File: config.mk
export PLATFORM = sky130hd
export DESIGN_NAME = usb_bit_unstuffer
export DESIGN_NICKNAME = d
export VERILOG_FILES = /design/src/rtl/usb_bit_unstuffer.sv
export SDC_FILE = /design/constraint.sdc
export NUM_CORES = 1
export LEC_CHECK = 0
export CAP_MARGIN = 40
export CELL_PAD_IN_SITES_DETAIL_PLACEMENT = 1
export CELL_PAD_IN_SITES_GLOBAL_PLACEMENT = 2
export CORE_MARGIN = 3
export CORE_UTILIZATION = 24
export CTS_CLUSTER_DIAMETER = 40
export DETAILED_ROUTE_END_ITERATION = 16
export PLACE_DENSITY_LB_ADDON = 0.25
export SYNTH_ARGS = -nofsm -noshare
export SYNTH_HDL_FRONTEND = slang
export SYNTH_SLANG_ARGS = --single-unit
export TNS_END_PERCENT = 10
File: constraint.sdc
create_clock -name clk -period 1.6 [get_ports clk]
set_input_delay 0.24 -clock clk [delete_from_list [all_inputs] [get_ports clk]]
set_output_delay 0.24 -clock clk [all_outputs]
set_load 0.05 [all_outputs]
File: src/rtl/usb_bit_unstuffer.sv
// Removes the stuffed 0 after every six consecutive 1s and flags a seventh 1 as a sticky stuff error.
// Latency: 1 cycle, all outputs registered; one bit per cycle sustained.
// Backpressure: none; the output is a gapped stream qualified by out_valid.
// Optional removed-bit counter is built only when USB_UNSTUFF_CNT_EN is defined; otherwise stuff_cnt is 0.
module usb_bit_unstuffer #(
  parameter int CNT_W = 8
) (
  input  logic             clk,
  input  logic             nRST,
  input  logic             in_bit,
  input  logic             in_valid,
  input  logic             clear,
  output logic             out_bit,
  output logic             out_valid,
  output logic             stuff_err,
  output logic [CNT_W-1:0] stuff_cnt
);

  typedef enum logic [1:0] {
    ST_NORMAL = 2'd0,
    ST_DROP   = 2'd1,
    ST_ERROR  = 2'd2
  } state_t;

  state_t     state_q, state_d;
  logic [2:0] one_count_q, one_count_d;
  logic       out_bit_q, out_bit_d;
  logic       out_valid_q, out_valid_d;
  logic       stuff_err_q, stuff_err_d;

  // State register plus registered outputs; reset discards any run in progress.
  always_ff @(posedge clk or negedge nRST) begin
    if (!nRST) begin
      state_q     <= ST_NORMAL;
      one_count_q <= 3'd0;
      out_bit_q   <= 1'b0;
      out_valid_q <= 1'b0;
      stuff_err_q <= 1'b0;
    end else begin
      state_q     <= state_d;
      one_count_q <= one_count_d;
      out_bit_q   <= out_bit_d;
      out_valid_q <= out_valid_d;
      stuff_err_q <= stuff_err_d;
    end
  end

  // Next-state: clear wins over a simultaneous input bit; idle cycles hold everything but out_valid.
  always_comb begin
    state_d     = state_q;
    one_count_d = one_count_q;
    out_bit_d   = out_bit_q;
    out_valid_d = 1'b0;
    stuff_err_d = stuff_err_q;

    if (clear) begin
      state_d     = ST_NORMAL;
      one_count_d = 3'd0;
      stuff_err_d = 1'b0;
    end else if (in_valid) begin
      case (state_q)
        ST_NORMAL: begin
          out_valid_d = 1'b1;
          out_bit_d   = in_bit;
          if (!in_bit) begin
            one_count_d = 3'd0;
          end else if (one_count_q == 3'd5) begin
            // Sixth 1 is still emitted; the following bit must be the stuffed 0.
            one_count_d = 3'd0;
            state_d     = ST_DROP;
          end else begin
            one_count_d = one_count_q + 3'd1;
          end
        end
        ST_DROP: begin
          if (!in_bit) begin
            one_count_d = 3'd0;
            state_d     = ST_NORMAL;
          end else begin
            stuff_err_d = 1'b1;
            state_d     = ST_ERROR;
          end
        end
        default: begin
          // ERROR: swallow all input until clear.
        end
      endcase
    end
  end

  assign out_bit   = out_bit_q;
  assign out_valid = out_valid_q;
  assign stuff_err = stuff_err_q;

`ifdef USB_UNSTUFF_CNT_EN
  logic             cnt_inc;
  logic [CNT_W-1:0] stuff_cnt_q, stuff_cnt_d;

  // A stuff bit is removed exactly when a 0 is consumed in DROP without a clear.
  assign cnt_inc = in_valid && !clear && (state_q == ST_DROP) && !in_bit;

  // Saturating count of removed stuff bits since the last clear.
  always_comb begin
    stuff_cnt_d = stuff_cnt_q;
    if (clear) begin
      stuff_cnt_d = '0;
    end else if (cnt_inc && (stuff_cnt_q != {CNT_W{1'b1}})) begin
      stuff_cnt_d = stuff_cnt_q + {{(CNT_W-1){1'b0}}, 1'b1};
    end
  end

  // Counter register.
  always_ff @(posedge clk or negedge nRST) begin
    if (!nRST) begin
      stuff_cnt_q <= '0;
    end else begin
      stuff_cnt_q <= stuff_cnt_d;
    end
  end

  assign stuff_cnt = stuff_cnt_q;
`else
  assign stuff_cnt = '0;
`endif

endmodule
==> out/qor.txt, run 1 <==
status - finished, final reports clean
Psw - 0.000147 W
Power Dens Cells - 880 mW/mm2
Final setup viols - 0
CTS tree - yes
DR DRC count - 0
Via density - 4.40
gpl congestion - 0.730
cells after synthesis - 41
CP max-delay cell - clkdlybuf4s50_1
Area Overhead vs Synth - 26.2%
drt wl/cell - 11.7 um
worst min-delay path category - input pin to asynchronous set/reset pin
number of buffers added on ports - 7
initial antenna violation count - 0
die span in y - 48.1 um
global route overflow - 0
Worst setup SP type - input pin
fin crit period - 1.36 ns
Post-Syn Area per Cell - 10.4 um2
largest net degree at the start of global routing - 9
number of cell rows - 14
GR Util All Layers - 9.69%
Synth Register Bits - 8
internal cell power - 0.000326 W
Peak Freq - 738 MHz
CP Data Arrival Time - 1.51 ns
worst reg2reg setup slack - 0.31 ns
first-pass GRT wire length - 1470 um
commonest non-fill, non-tap cells in the layout - conb_1 (8), dfrtp_1 (8), buf_4 (7)
effective utilization at floorplan - 26.7%
sequential share of the synthesized area - 47.1%
total core area - 0.00159 mm2
Max IR drop VDD - 0.342 mV
number of antenna diodes - 0
crit-path cells - clkdlybuf4s50_1 > nand2b_4 > or4b_1 > a31oi_1
antenna viol nets, final - 0
skew final - 0.00318 ns
Finished Core Util - 33.7%
nets@finish - 61
CTS Hold Buffers Added - 0
clock sinks - 8
family with the most delay on the worst path - buffers and inverters
synth unique cells - 19
CTS buffer count - 3
sw frac - 31.0%
Final Max Tran Viols - 0
layout cell share with drive strength beyond 1 - 24.1%
RSZ-0062 raised after global routing - no
H-tree depth - 1
die area - 0.00231 mm2
die width - 48.1 um
Gate power share - 23.8%
Max stage delay on crit path - 0.54 ns
CP bufs+invs - 1
Fin. Hold Viols - 0
Final Power - 0.000472 W
clock root cell - clkbuf_4
Post-CTS Resized - 0
wirelength, routed - 912 um
detailed-router iteration count before antenna repair - 3
HPWL after DPL - 715 um
synthesized area - 425 um2
element type at the critical path end - flop
P_leak - 0.231 nW
Worst-path clk slew - 0.05 ns
Worst EP required - 1.76 ns
number of synthesis warnings - 0
Final Cycle Share - 84.7%
number of top-level pins - 16
Skew-Pair Late Insertion Delay - 0.25 ns
WS Path Type - input pin to flop
Seq pwr share - 45.4%
Vias - 343
Max Fanout on Critical Path - 4
vias in the first global route - 349
Max Cap Viol - 0
Iteration-0 DRC Markers - 4
setup bufs post-CTS - 0
clock share of power - 30.8%
clock tree buffer depth - 2
power by group through the flow:
stage / logic, W / clock network [W] / registers, W
finish: 0.000112 / 0.000146 / 0.000214
global route: 0.000120 / 0.000167 / 0.000215
CTS: 0.000113 / 0.000157 / 0.000214
detailed placement: 0.000113 / 0 / 0.000218
global placement: 0.000111 / 0 / 0.000217
floorplan: 0.0000701 / 0 / 0.000235
metrics by stage:
stage | hold slack [ns] | TNS [ns] | cells | setup WS (ns) | area [um2]
after floorplan | -0.0556 | 0 | 48 | 0.404 | 452
after global placement | 0.486 | 0 | 75 | 0.0149 | 514
after detailed placement | 0.507 | -0.00361 | 75 | -0.00361 | 514
after CTS | 0.281 | 0 | 78 | 0.243 | 537
after global routing | 0.298 | 0 | 78 | 0.204 | 537
final | 0.274 | 0 | 78 | 0.245 | 537
cell type report:
cell class                      instances  area, um2
Multi-Input combinational cell         30        184
Clock buffer                            3       22.5
Inverter                                2       7.51
Timing Repair Buffer                   11       92.6
Fill cell                             186       1060
Sequential cell                         8        200
Tap cell                               24       30.0
path summary, 6_finish.rpt:
check / start / end / cells past startpoint
worst max-delay path: in_valid / one_count_q[0] / 4
worst min-delay path: nRST / state_q[1] / 1
worst max register to register: state_q[1] / one_count_q[0] / 3
worst min register to register: stuff_err / stuff_err / 2
max in group asynchronous: nRST / out_bit / 1
min in group clk: stuff_err / stuff_err / 2
kinds of logic (layout without fill, tap and decap cells):
group,after synthesis,after routing,share of synthesized area (%)
other,1,8,0.882
and+or+nand+nor,14,14,22.4
muxes,1,1,2.65
DFF,8,8,47.1
buffers and inverters,10,16,15.9
AOI/OAI and AO/OA,7,7,11.2
flip-flops by register name (all words and copies together), names as in the netlist:
| signal | count |
|---|---|
| state_q | 2 |
| out_valid | 1 |
| out_bit | 1 |
| stuff_err | 1 |
| one_count_q | 3 |
cell usage after synthesis:
| cell type | number | area (um2) |
|---|---|---|
| a21oi_1 | 3 | 15.0 |
| a31oi_1 | 1 | 6.26 |
| a41oi_1 | 1 | 8.76 |
| and4bb_2 | 1 | 12.5 |
| buf_4 | 8 | 60.1 |
| conb_1 | 1 | 3.75 |
| dfrtp_1 | 8 | 200 |
| inv_1 | 2 | 7.51 |
| mux2_2 | 1 | 11.3 |
| nand2_1 | 3 | 11.3 |
| nand2b_1 | 2 | 12.5 |
| nand2b_4 | 1 | 13.8 |
| nand3_1 | 2 | 10.0 |
| nand3b_1 | 1 | 7.51 |
| nand4b_1 | 1 | 8.76 |
| nor2_1 | 1 | 3.75 |
| nor3_1 | 1 | 5.00 |
| o32ai_1 | 2 | 17.5 |
| or4b_1 | 1 | 10.0 |
routing by layer:
metal	up-vias	track usage, %	wire, um
met1	166	9.89	399
met5	-	0	0
met4	0	3.23	8
li1	159	-	-
met2	16	15.8	427
met3	2	6.64	77
Power figures use the tool's default switching activity.
==> run 2, diff against run 1 <==
==> constraint.sdc (replaced) <==
create_clock -name clk -period 1.3 [get_ports clk]
set_input_delay 0.195 -clock clk [delete_from_list [all_inputs] [get_ports clk]]
set_output_delay 0.195 -clock clk [all_outputs]
set_load 0.05 [all_outputs]
==> out/qor.txt, run 2 (synthesis results as in run 1) <==
Finished Core Util - 37.0% (+3.4 points)
H-tree depth - 1 (unchanged)
Worst setup SP type - flop
fillers - 186 (unchanged)
Fin. Hold Viols - 0 (unchanged)
number of top-level pins - 16 (unchanged)
Fin Hold WS - 0.229 ns (-0.0449 ns)
status - finished, final reports clean
antenna viol nets, final - 0 (unchanged)
clock share of power - 30.3% (-0.5 points)
area of the multi-input gates - 189 um2 (+2.7%)
Gate power share - 25.9% (+2.1 points)
gpl congestion - 0.767 (+5.1%)
Reg area - 201 um2 (+0.62%)
top flop regs - one_count_q (3), state_q (2)
vias in the first global route - 338 (-3.2%)
family with the most delay on the worst path - simple AND/OR/NAND/NOR gates
GR Util All Layers - 10.1% (+0.36 points)
number of buffers added on ports - 7 (unchanged)
detailed-router iteration count before antenna repair - 2 (-1)
Skew-Pair Late Insertion Delay - 0.25 ns (about the same)
Final Max Tran Viols - 0 (unchanged)
Vias - 352 (+2.6%)
layout cell share with drive strength beyond 1 - 29.1% (+5.0 points)
first-pass GRT wire length - 1480 um (+0.95%)
most common cell after layout, fill and taps aside - conb_1
Power Dens Cells - 1040 mW/mm2 (+18%)
Area Overhead vs Synth - 38.8%
largest net degree at the start of global routing - 9 (unchanged)
internal cell power - 0.000419 W (+29%)
Final setup viols - 0 (unchanged)
Seq pwr share - 43.7% (-1.7 points)
drt wl/cell - 12.3 um (+5.1%)
global route overflow - 0 (unchanged)
Iteration-0 DRC Markers - 1 (-3)
clock root cell - clkbuf_4
Worst EP required - 1.47 ns (-0.29 ns)
clock tree buffer depth - 2 (unchanged)
die area - 0.00231 mm2 (unchanged)
CP Data Arrival Time - 1.40 ns (-0.11 ns)
Max Fanout on Critical Path - 3 (-1)
Final Power - 0.000612 W (+29%)
Final Cycle Share - 94.3%
fin crit period - 1.23 ns
number of antenna diodes - 0 (unchanged)
TNS Setup - 0 ns (unchanged)
Worst-path clk slew - 0.05 ns (about the same)
CTS buffer count - 3 (unchanged)
HPWL after DPL - 761 um (+6.4%)
max FFs per register - 3 (unchanged)
CP max-delay cell - or4b_1
die width - 48.1 um (unchanged)
commonest non-fill, non-tap cells in the layout - conb_1 (8), dfrtp_1 (7), buf_4 (5)
clock sinks - 8 (unchanged)
Max stage delay on crit path - 0.47 ns (-0.07 ns)
skew final - 0.000347 ns (-0.00283 ns)
crit-path cells - nand2b_4 > or4b_1 > a31oi_1
worst min-delay path category - input pin to asynchronous set/reset pin
Max Cap Viol - 0 (unchanged)
effective utilization at floorplan - 26.7% (unchanged)
P_leak - 0.256 nW (+11%)
CP bufs+invs - 0 (-1)
wirelength, routed - 971 um (+6.5%)
element type at the critical path end - flop
initial antenna violation count - 0 (unchanged)
nets@finish - 62 (+1.6%)
number of cell rows - 14 (unchanged)
DR DRC count - 0 (unchanged)
WS Path Type - flop to flop
RSZ-0062 raised after global routing - no
CTS tree - yes
Max IR drop VDD - 0.489 mV (+43%)
Via density - 4.46 (+1.3%)
die span in y - 48.1 um (unchanged)
total core area - 0.00159 mm2 (unchanged)
Psw - 0.000193 W (+31%)
Peak Freq - 815 MHz
Largest Register - one_count_q
sw frac - 31.5% (+0.46 points)
CTS Hold Buffers Added - 0 (unchanged)
[run 2: path summary, 6_finish.rpt]
kind | to | slack (ns) | depth (start not counted) | from
max in group asynchronous | state_q[0] | 0.78 | 1 | nRST
hold / removal | one_count_q[0] | 0.23 | 1 | nRST
setup / recovery | one_count_q[0] | 0.07 | 3 | state_q[1]
min in group clk | out_valid | 0.41 | 4 | in_valid
hold reg to reg | one_count_q[1] | 0.50 | 1 | one_count_q[2]
setup reg to reg | one_count_q[0] | 0.07 | 3 | state_q[1]
[run 2: layout make-up]
cell class	count	area share (%)
timing repair buffer	12	23.7
sequential	8	34.1
tap	24	5.08
inverter	2	1.27
multi-input combinational	30	32.0
clock buffer	3	3.81
[run 2: power groups by stage]
stage	registers (W)	logic, W	clock network, W
after floorplan	0.000290	0.0000863	0
after global placement	0.000271	0.000155	0
after detailed placement	0.000272	0.000158	0
after CTS	0.000268	0.000158	0.000199
after global routing	0.000269	0.000168	0.000210
final	0.000268	0.000159	0.000186
[run 2: repair_timing]
action	4_1_cts	5_1_grt
setup buffers	0	0
gates resized for setup	0	3
setup endpoints to repair	0	2
[run 2: worst reg2reg max path: cells and delay by family, from the launching register on]
kind | cells | cell delay, ns
simple gates | 2 | 0.63
flops | 1 | 0.38
compound gates | 1 | 0.14
[run 2: metrics by stage]
step | std cells | setup WS, ns | instance area [um2]
global route | 79 | 0.0119 | 591
CTS | 79 | 0.000242 | 582
floorplan | 48 | 0.104 | 452
finish | 79 | 0.0736 | 591
detailed placement | 76 | -0.266 | 559
global placement | 76 | -0.247 | 559
[run 2: routing by layer]
| layer | vias up | wire (um) | share of wire, % | track usage [%] |
|---|---|---|---|---|
| met2 | 18 | 503 | 52 | 16.6 |
| met5 | - | 0 | 0 | 0 |
| met3 | 0 | 94 | 9.7 | 6.64 |
| met4 | 0 | 0 | 0 | 5.38 |
| li1 | 161 | - | - | - |
| met1 | 173 | 373 | 38 | 9.40 |
==> run 3, diff against run 2 <==
--- a/config.mk
+++ b/config.mk
@@ -13,6 +13,7 @@
 export CTS_CLUSTER_DIAMETER = 40
 export DETAILED_ROUTE_END_ITERATION = 16
 export PLACE_DENSITY_LB_ADDON = 0.25
+export SKIP_LAST_GASP = 1
 export SYNTH_ARGS = -nofsm -noshare
 export SYNTH_HDL_FRONTEND = slang
 export SYNTH_SLANG_ARGS = --single-unit
==> out/qor.txt, run 3 (synthesis results as in run 1) <==
clock root cell - clkbuf_4
Reg area - 200 um2 (-0.62%)
Final setup viols - 0 (unchanged)
Power Dens Cells - 1040 mW/mm2 (+0.49%)
Final Max Tran Viols - 0 (unchanged)
number of buffers added on ports - 7 (unchanged)
effective utilization at floorplan - 26.7% (unchanged)
Largest Register - one_count_q
Final Cycle Share - 99.8% (+5.5 points)
top flop regs - one_count_q (3), state_q (2)
antenna viol nets, final - 0 (unchanged)
element type at the critical path end - flop
Fin Hold WS - 0.232 ns (+0.00283 ns)
fillers - 187 (+0.54%)
Finished Core Util - 36.8% (-0.24 points)
wirelength, routed - 953 um (-1.9%)
initial antenna violation count - 0 (unchanged)
Max Fanout on Critical Path - 3 (unchanged)
TNS Setup - 0 ns (unchanged)
Worst-path clk slew - 0.05 ns (about the same)
Fin. Hold Viols - 0 (unchanged)
max FFs per register - 3 (unchanged)
commonest non-fill, non-tap cells in the layout - conb_1 (8), dfrtp_1 (8), buf_4 (5)
fin crit period - 1.30 ns (+0.0710 ns)
Max Cap Viol - 0 (unchanged)
number of antenna diodes - 0 (unchanged)
detailed-router iteration count before antenna repair - 2 (unchanged)
Vias - 344 (-2.3%)
P_leak - 0.249 nW (-2.9%)
largest net degree at the start of global routing - 9 (unchanged)
nets@finish - 62 (unchanged)
CP bufs+invs - 1 (+1)
Via density - 4.35 (-2.3%)
total core area - 0.00159 mm2 (unchanged)
CTS buffer count - 3 (unchanged)
Max IR drop VDD - 0.488 mV (about the same)
WS Path Type - input pin to flop
Max stage delay on crit path - 0.55 ns (+0.08 ns)
Iteration-0 DRC Markers - 1 (unchanged)
gpl congestion - 0.767 (unchanged)
Worst setup SP type - input pin
vias in the first global route - 338 (unchanged)
GR Util All Layers - 10.1% (unchanged)
die area - 0.00231 mm2 (unchanged)
family with the most delay on the worst path - simple AND/OR/NAND/NOR gates
worst min-delay path category - input pin to asynchronous set/reset pin
layout cell share with drive strength beyond 1 - 27.3% (-1.8 points)
HPWL after DPL - 761 um (unchanged)
DR DRC count - 0 (unchanged)
H-tree depth - 1 (unchanged)
RSZ-0062 raised after global routing - yes
number of cell rows - 14 (unchanged)
CTS tree - yes
clock sinks - 8 (unchanged)
CP max-delay cell - clkdlybuf4s50_1
number of top-level pins - 16 (unchanged)
die width - 48.1 um (unchanged)
global route overflow - 0 (unchanged)
Area Overhead vs Synth - 37.9%
Finished Layout Cells - 79 (unchanged)
CP Data Arrival Time - 1.47 ns (+0.07 ns)
area of the multi-input gates - 189 um2 (unchanged)
skew final - 0.000446 ns (+0.0000986 ns)
setup bufs post-CTS - 0 (unchanged)
crit-path cells - clkdlybuf4s50_1 > nand2b_4 > or4b_1 > a31oi_1
Worst EP required - 1.47 ns (about the same)
status - finished, final reports clean
Skew-Pair Late Insertion Delay - 0.25 ns (about the same)
die span in y - 48.1 um (unchanged)
first-pass GRT wire length - 1480 um (unchanged)
drt wl/cell - 12.1 um (-1.9%)
Peak Freq - 771 MHz (-5.5%)
clock tree buffer depth - 2 (unchanged)
DP Cell Count - 76 (unchanged)
[run 3: per-stage QoR]
| stage | area (um2) | power (W) | setup WS [ns] |
|---|---|---|---|
| 2_1_floorplan | 452 | 0.000376 | 0.104 |
| 3_3_place_gp | 559 | 0.000426 | -0.247 |
| 3_5_place_dp | 559 | 0.000430 | -0.266 |
| 4_1_cts | 582 | 0.000625 | 0.000242 |
| 5_1_grt | 587 | 0.000647 | -0.0485 |
| 6_report | 587 | 0.000611 | 0.00259 |
[run 3: cell type report]
cell class              instances  area share (%)
inverters                       2            1.28
flip-flops and latches          8            34.1
clock buffers                   3            3.84
multi-input cells              30            32.2
repair buffers                 12            23.5
well taps                      24            5.12
[run 3: repair_timing]
item                       CTS  global route
gates resized for setup      0             1
setup endpoints to repair    0             2
hold buffers                 0             0
[run 3: per-layer routing]
layer  vias to the layer above  GRT usage, %  wire length [um]
li1                        162             -                 -
met1                       164          9.40               372
met2                        18          16.6               486
met3                         0          6.64                94
met4                         0          5.38                 0
met5                         -             0                 0
[run 3: final timing paths]
check / start / end / slack (ns) / cells past startpoint
setup / recovery: in_valid / one_count_q[0] / 0.003 / 4
hold / removal: nRST / one_count_q[0] / 0.23 / 1
setup reg to reg: state_q[1] / one_count_q[0] / 0.04 / 3
hold reg to reg: one_count_q[2] / one_count_q[1] / 0.50 / 1
max in group asynchronous: nRST / state_q[0] / 0.80 / 1
min in group clk: one_count_q[2] / one_count_q[1] / 0.50 / 1
[run 3: power by group]
group | switching (W) | internal, W | total, W
Clock | 0.0000793 | 0.000105 | 0.000185
Combinational | 0.000103 | 0.0000560 | 0.000159
Sequential | 0.00000926 | 0.000258 | 0.000268
